<file path="src/rtl/busy_ctr_pkg.sv">
// busy_ctr_pkg: shared types and helpers for the
// multi-channel busy countdown block.
package busy_ctr_pkg;

    localparam int CTR_WIDTH_DEF = 16;

    typedef logic [CTR_WIDTH_DEF-1:0] ctr_t;

    function automatic int ch_w(input int n);
        return (n > 1) ? $clog2(n) : 1;
    endfunction

endpackage

</file>
<file path="src/rtl/busy_ctr_chan.sv">
// busy_ctr_chan: one countdown channel with load,
// abort, pause-aware decrement and a done pulse.
module busy_ctr_chan
    import busy_ctr_pkg::*;
#(
    parameter int CTR_WIDTH  = CTR_WIDTH_DEF,
    parameter int MAX_AMOUNT = 22
) (
    input  logic                 CLK,
    input  logic                 RST,
    input  logic                 load,
    input  logic [CTR_WIDTH-1:0] amount,
    input  logic                 abort,
    input  logic                 pause,
    output logic                 busy,
    output logic                 done
);

    logic [CTR_WIDTH-1:0] cnt;
    logic                 last;

    assign busy = (cnt != '0);
    assign last = (cnt == CTR_WIDTH'(1));

    // Load only reaches an idle channel, so it never races abort.
    always_ff @(posedge CLK) begin
        if (RST) begin
            cnt <= '0;
        end else if (load) begin
            cnt <= amount;
        end else if (busy && abort) begin
            cnt <= '0;
        end else if (busy && !pause) begin
            cnt <= cnt - CTR_WIDTH'(1);
        end
    end

    // Pulse only on a natural 1 -> 0 step, never abort/reset.
    always_ff @(posedge CLK) begin
        if (RST) begin
            done <= 1'b0;
        end else begin
            done <= last && !abort && !pause;
        end
    end

`ifdef FORMAL
    // Loads are range-checked upstream; count never exceeds max.
    always @(posedge CLK) begin
        if (!RST) begin
            assert (cnt <= CTR_WIDTH'(MAX_AMOUNT));
        end
    end
`endif

endmodule

</file>
<file path="src/rtl/multi_busy_ctr.sv">
// multi_busy_ctr: start decode, ready mux, sticky error
// and busy reduction around NUM_CH countdown channels.
module multi_busy_ctr
    import busy_ctr_pkg::*;
#(
    parameter int NUM_CH     = 4,
    parameter int CTR_WIDTH  = CTR_WIDTH_DEF,
    parameter int MAX_AMOUNT = 22
) (
    input  logic                      CLK,
    input  logic                      RST,
    input  logic                      start__ENA,
    input  logic [ch_w(NUM_CH)-1:0]   start_ch,
    input  logic [CTR_WIDTH-1:0]      start_amount,
    output logic                      start__RDY,
    input  logic [NUM_CH-1:0]         abort__ENA,
    input  logic                      pause,
    output logic [NUM_CH-1:0]         busy,
    output logic [NUM_CH-1:0]         done,
    output logic                      any_busy,
    output logic                      err
);

    localparam int CH_W = ch_w(NUM_CH);
    localparam logic [CTR_WIDTH-1:0] MAX_C =
        CTR_WIDTH'(MAX_AMOUNT);

    logic              legal;
    logic              accept;
    logic [NUM_CH-1:0] load;

    assign legal  = (start_amount != '0) &&
                    (start_amount <= MAX_C);
    assign accept = start__ENA && start__RDY;

    // Ready follows the selected channel; unmapped index is busy.
    always_comb begin
        start__RDY = 1'b0;
        for (int i = 0; i < NUM_CH; i++) begin
            if (start_ch == CH_W'(i)) begin
                start__RDY = !busy[i];
            end
        end
    end

    // Sticky flag for an accepted start with a bad amount.
    always_ff @(posedge CLK) begin
        if (RST) begin
            err <= 1'b0;
        end else if (accept && !legal) begin
            err <= 1'b1;
        end
    end

    assign any_busy = |busy;

    for (genvar i = 0; i < NUM_CH; i++) begin : g_ch
        assign load[i] = accept && legal &&
                         (start_ch == CH_W'(i));

        busy_ctr_chan #(
            .CTR_WIDTH (CTR_WIDTH),
            .MAX_AMOUNT(MAX_AMOUNT)
        ) u_chan (
            .CLK   (CLK),
            .RST   (RST),
            .load  (load[i]),
            .amount(start_amount),
            .abort (abort__ENA[i]),
            .pause (pause),
            .busy  (busy[i]),
            .done  (done[i])
        );
    end

endmodule

</file>
<file path="config.mk">
export PLATFORM = sky130hd
export DESIGN_NAME = multi_busy_ctr
export DESIGN_NICKNAME = d
export VERILOG_FILES = /design/src/rtl/busy_ctr_pkg.sv /design/src/rtl/busy_ctr_chan.sv /design/src/rtl/multi_busy_ctr.sv
export SDC_FILE = /design/constraint.sdc
export NUM_CORES = 1
export LEC_CHECK = 0
export CORE_AREA = 2 2 102 104
export DETAILED_ROUTE_END_ITERATION = 6
export DIE_AREA = 0 0 104 106
export DONT_BUFFER_PORTS = 1
export PLACE_DENSITY_LB_ADDON = 0.25
export SYNTH_ARGS = -nofsm -noshare
export SYNTH_HDL_FRONTEND = slang
export SYNTH_HIERARCHICAL = 1
export SYNTH_SLANG_ARGS = --single-unit
</file>
<file path="constraint.sdc">
create_clock -name CLK -period 4.5 [get_ports CLK]
set_clock_uncertainty 0.05 [all_clocks]
set_input_delay 0.9 -clock CLK [delete_from_list [all_inputs] [get_ports CLK]]
set_output_delay 0.9 -clock CLK [all_outputs]
set_load 0.01 [all_outputs]
</file>
==> run metrics, run 1 <==
unrepaired setup endpoints after global routing=false; setup TNS=0 ps; gr usage total=about a quarter; f_max=approximately 270 MHz; Post-Layout Cell Count=733; post-CTS setup buffers=0; synthesis-stage register bit count=just under 70; DR vias/cell=about 6.6; cell count after synthesis=603; largest net degree at the start of global routing=67; P_leak=1.83 nW; Final Slew Violations=0; Slew HR=34.1%; Tmin final=~3700 ps; Final HPWL DP=~9600 µm; reg2reg setup slack=a little over 800 ps; final WL=between 10000 and 15000 µm; H-Tree Depth=3; Avg Inst Size Synth=roughly 8.0 µm²; CTS tree=built; number of antenna violations at the first check in global routing=0; worst-margin pin slew=between 900 and 1000 ps; filler instances=986; VDD IR max=~0.41 mV; Syn Std Cell Area=approximately 0.0048 mm²; total clock sinks=69; Final ANT Viol Nets=0; asr flop ratio synth=0%; io pins=37; critical path class=reg2reg; Rows=37; Period Utilization, post-route=roughly four fifths; detailed-router iteration count before antenna repair=5; Die Y-Extent=between 100 and 150 µm; initial core utilization=around 48%; die area=0.0110 mm²; number of remaining DRC errors=0; Final Hold Fails=0; Clk pwr share=9.6%; final net count=628; Max clock buf depth=2; Worst Setup Start Kind=register; core area=approximately 0.01 mm²; Final Cell Area=about 0.005 mm²; # port buffers=0; Worst-path clk slew=about 80 ps; Synthesized Nets=between 600 and 700; # resized after CTS=0; layout cells sized above 1=around an eighth; Sequential Power Share=roughly 26%; Area Overhead vs Synth=5.40%; post-placement cell area=a little under 0.005 mm²; MaxCap Viol Count=0; Antenna Cells=0; sequential area share after synthesis=between 20% and 30%; Setup Viol. Count Final=0; Crit Path Max Fanout=8; Crit path required time=about 4700 ps; gpl congestion=between 0.8 and 0.9; Power Density=939 mW/mm²; Worst-Skew Late Latency=350 ps; Comb power frac=64.5%; Worst Path Arrival=~3900 ps; number of global-route vias before repair=about 4500; Die Wd=approximately 100 µm; crit end category=register; Wirelength per Cell=19.7 µm; Top FF cell, synth=dfxtp_1; run status=finished clean; DR vias=slightly below 5000; Post-Place Cells=719; Switching Share=between 40% and 50%; internal power=about 0.0024 W; fin worst setup slack=just over 800 ps; Worst Hold Slack=approximately 470 ps; gr ovfl total=0; Clock Tree Root=clkbuf_8; Post-Place Worst Slack=866 ps; Worst Hold Class=reg2reg; Distinct cells, synth=between 50 and 60; EDFF count, synth=0; global-route wire length before repair=23600 µm; Synth Warn #=6; hold_buf cts=0; DR iter-0 viols=between 200 and 250; NetSw=approximately 0.0023 W; Inserted Clock Buffers=9
cells by family (layout without fill, tap and decap cells):
kind of cell / Yosys count / in the layout / share of synthesized area (%)
AO/OA/AOI/OAI: 170 / 170 / 26.2
XOR/XNOR: 20 / 20 / 3.63
adder cells (fa/ha/maj): 8 / 8 / 2.08
buffers and inverters: 54 / 48 / 5.55
flip-flops: 69 / 69 / 28.7
multiplexers: 1 / 1 / 0.467
AND/OR/NAND/NOR: 281 / 281 / 33.4
worst paths after layout:
path | startpoint | to | cells after the start
worst max-delay path | g_ch[3].u_chan/cnt[0] | g_ch[0].u_chan/cnt[3] | 13
worst min-delay path | g_ch[3].u_chan/cnt[1] | g_ch[3].u_chan/cnt[1] | 2
worst max register to register | g_ch[3].u_chan/cnt[0] | g_ch[0].u_chan/cnt[3] | 13
worst min register to register | g_ch[3].u_chan/cnt[1] | g_ch[3].u_chan/cnt[1] | 2
power groups by stage:
| stage | Sequential (W) | Combinational, W | Clock [W] |
|---|---|---|---|
| global placement | 0.00123 | 0.00297 | 0 |
| floorplan | 0.00115 | 0.00256 | 0 |
| finish | 0.00124 | 0.00308 | 0.000459 |
| CTS | 0.00123 | 0.00305 | 0.000473 |
| detailed placement | 0.00124 | 0.00303 | 0 |
| global route | 0.00129 | 0.00343 | 0.000494 |
layout by cell type (no fill, tap or decap), drive strengths merged, types with 5 or more instances in the layout:
cell type  netlist  routed
xor2             8       8
a21oi           40      40
nor3            49      49
nor2            65      65
ha               8       8
a22oi           24      24
buf             16       8
a21boi           8       8
nor4            30      30
nand4           10      10
a211oi          20      20
o21ai           20      20
or4b             8       8
nand3           16      16
or3              8       8
inv             26      26
nor4b            8       8
nand2b           8       8
o221ai           8       8
a221oi           5       5
a21o             8       8
dfxtp           69      69
or4             14      14
clkbuf          12      12
nand2           44      44
or2              5       5
a22o             9       9
xnor2           12      12
flip-flops by register name (all words and copies together) (netlist names):
signal,count
g_ch.u_chan/done,4
err,1
g_ch.u_chan/cnt,64
synth_stat cells, types with 5 or more instances:
| library cell | n | area (µm²) |
|---|---|---|
| or4_1 | 13 | 97.6 |
| nand2_1 | 44 | 165 |
| nand3_1 | 16 | 80.1 |
| buf_2 | 8 | 40.0 |
| nor4_1 | 24 | 150 |
| or3_1 | 8 | 50.1 |
| clkbuf_1 | 12 | 45.0 |
| xnor2_1 | 12 | 105 |
| inv_1 | 22 | 82.6 |
| nand2b_1 | 8 | 50.1 |
| a22o_1 | 9 | 78.8 |
| dfxtp_1 | 69 | 1380 |
| o21ai_0 | 16 | 80.1 |
| a21oi_1 | 36 | 180 |
| a22oi_1 | 24 | 180 |
| nor4_2 | 6 | 75.1 |
| xor2_1 | 8 | 70.1 |
| nor3_1 | 49 | 245 |
| nor2_1 | 65 | 244 |
| a211oi_1 | 20 | 150 |
| or4b_2 | 8 | 80.1 |
| or2_2 | 5 | 31.3 |
| a21o_1 | 8 | 60.1 |
| nand4_1 | 9 | 56.3 |
| ha_1 | 8 | 100 |
| o221ai_1 | 8 | 70.1 |
critical path: stages (launching register included):
cell and delay, ps:
dfxtp_1 340, inv_1 80, ha_1 230, nor4b_4 320
and4_4 310, inv_4 70, mux4_2 480, or2_2 350
nor4_2 240, inv_1 150, o21ai_0 300, buf_4 280
nor2_1 60, a2111oi_2 310
metal layers:
metal	routed length (µm)	GRT usage (%)	share of wire [%]	vias up
met5	0	0	0	-
met4	303	9.85	2.1	0
met3	1170	5.33	8.1	19
met2	6840	43.9	47	194
met1	6150	34.5	43	2346
li1	-	-	-	2287
stage by stage:
step                      power (W)  utilization, %
after floorplan             0.00371               -
after global placement      0.00420            49.2
after detailed placement    0.00427            49.2
after CTS                   0.00475            50.8
after global routing        0.00521            50.8
final                       0.00477            50.8
final cells by class:
class	instances	area [µm²]	area share, %
clock buffers	12	155	3.05
clock inverters	2	10.0	0.197
inverters	26	108	2.12
multi-input cells	480	3200	62.9
flip-flops and latches	69	1380	27.2
well taps	136	170	3.35
repair buffers	8	60.1	1.18
(Power assumes the default switching activity.)
==> inputs of run 2 (changes only) <==
==> constraint.sdc (replaced) <==
create_clock -name CLK -period 3.7 [get_ports CLK]
set_clock_uncertainty 0.05 [all_clocks]
set_input_delay 0.74 -clock CLK [delete_from_list [all_inputs] [get_ports CLK]]
set_output_delay 0.74 -clock CLK [all_outputs]
set_load 0.01 [all_outputs]
==> run metrics, run 2 (same netlist as run 1, synthesis figures left out) <==
Crit path required time=3920 ps (-790 ps); largest net degree at the start of global routing=67 (unchanged); Setup Viol. Count Final=0 (unchanged); number of global-route vias before repair=4482 (-1.3%); hold_buf cts=0 (unchanged); initial core utilization=48.2% (unchanged); total clock sinks=69 (unchanged); core area=0.0100 mm² (unchanged); final net count=634 (+0.96%); layout cells sized above 1=13.4% (+1.4 points); DR vias=4878 (+0.66%); Post-Place Worst Slack=133 ps (-733 ps); f_max=287 MHz (+5.7%); Die Y-Extent=106 µm (unchanged); hold path start=RST; io pins=37 (unchanged); Area Overhead vs Synth=7.32%; Crit Path Max Fanout=26 (+18); MaxCap Viol Count=0 (unchanged); unrepaired setup endpoints after global routing=false; commonest non-fill, non-tap cell in the layout=dfxtp_1; Final ANT Viol Nets=0 (unchanged); run status=finished clean; Inserted Clock Buffers=9 (unchanged); gr ovfl total=0 (unchanged); Period Utilization, post-route=94.2% (+12 points); Final Slew Violations=0 (unchanged); Rows=37 (unchanged); Worst Setup Start Kind=register; number of remaining DRC errors=0 (unchanged); Worst-path clk slew=80 ps (about the same); VDD IR max=0.370 mV (-9.6%); Worst Path Arrival=3700 ps (-190 ps); Antenna Cells=0 (unchanged); Regs by FF count=g_ch.u_chan/cnt (64), g_ch.u_chan/done (4), err (1); Max clock buf depth=2 (unchanged); Slew HR=51.5% (+17 points); Critical Path Start=g_ch[3].u_chan/cnt[0]; Final Hold Fails=0 (unchanged); # port buffers=0 (unchanged); H-Tree Depth=3 (unchanged); gr usage total=26.5% (-0.11 points); gpl congestion=0.867 (-3.3%); setup TNS=0 ps (unchanged); critical path class=reg2reg; Power Density=1150 mW/mm² (+22%); Final HPWL DP=9660 µm (+1.0%); final WL=14500 µm (+0.15%); max FFs per register=64 (unchanged); Die Wd=104 µm (unchanged); fin worst setup slack=216 ps (-602 ps); crit end category=register; global-route wire length before repair=23300 µm (-1.3%); register cell area after layout=0.00138 mm² (unchanged); detailed-router iteration count before antenna repair=5 (unchanged); Worst-Skew Late Latency=360 ps (about the same); worst-margin pin slew=721 ps (-256 ps); P_leak=1.88 nW (+2.7%); DR vias/cell=6.60 (-0.16%); Tmin final=3480 ps (-198 ps); Worst Hold Class=in2reg; DR iter-0 viols=267 (+9.0%); CTS tree=built; Wirelength per Cell=19.6 µm (-0.66%); Multi-input gate area=0.00322 mm² (+0.78%); Top reg by flops=g_ch.u_chan/cnt; Clock Tree Root=clkbuf_8; filler instances=982 (-0.41%); die area=0.0110 mm² (unchanged); start of the worst register-to-register path=g_ch[3].u_chan/cnt[0]; most frequent cells in the layout=69 x dfxtp_1, 65 x nor2_1, 49 x nor3_1; number of antenna violations at the first check in global routing=0 (unchanged)
run 2: through the flow:
step	utilization (%)	instance area, µm²	hold slack [ps]	cells	total power (W)
floorplan	-	4820	436	603	0.00451
global placement	49.5	4950	451	723	0.00516
detailed placement	49.5	4950	455	723	0.00524
CTS	51.3	5130	379	737	0.00587
global route	51.7	5170	379	739	0.00646
finish	51.7	5170	394	739	0.00594
run 2: repair_timing:
item | 4_1_cts | 5_1_grt
resized for setup | 0 | 7
setup endpoints to repair | 0 | 22
buffers inserted | 0 | 2
run 2: area by class of cell:
cell class,instances,share of cell area [%]
multi-input cells,480,62.3
flip-flops and latches,69,26.7
clock buffers,13,3.46
well taps,136,3.29
repair buffers,14,2.10
inverters,26,2.08
clock inverters,1,0.0967
run 2: path summary, 6_finish.rpt:
check        cells after the start  slack (ps)               endpoint
max                             12         220  g_ch[0].u_chan/cnt[3]
min                              1         390  g_ch[0].u_chan/cnt[8]
max reg2reg                     12         220  g_ch[0].u_chan/cnt[3]
min reg2reg                      2         460  g_ch[2].u_chan/cnt[1]
run 2: worst max-delay path, cell delays in order (launching register included):
cell       delay [ps]
dfxtp_1           330
inv_1              80
ha_1              230
nor4b_4           320
and4_4            320
inv_4              80
mux4_2            480
or2_2             380
nor4_2            250
buf_4             360
nand2_1           130
nor4b_1           170
a2111oi_2         190
run 2: power by group:
group          internal, W  total, W  switching, W  leakage [nW]
combinational      0.00172   0.00384       0.00211          1.22
clock             0.000308  0.000598      0.000290        0.0974
sequential         0.00105   0.00151      0.000455         0.565
run 2: routing by layer:
metal | global-route usage [%] | vias up | wire (µm)
li1 | - | 2308 | -
met1 | 33.9 | 2345 | 6220
met2 | 43.8 | 193 | 6750
met3 | 6.13 | 32 | 1130
met4 | 9.46 | 0 | 382
met5 | 0 | - | 0
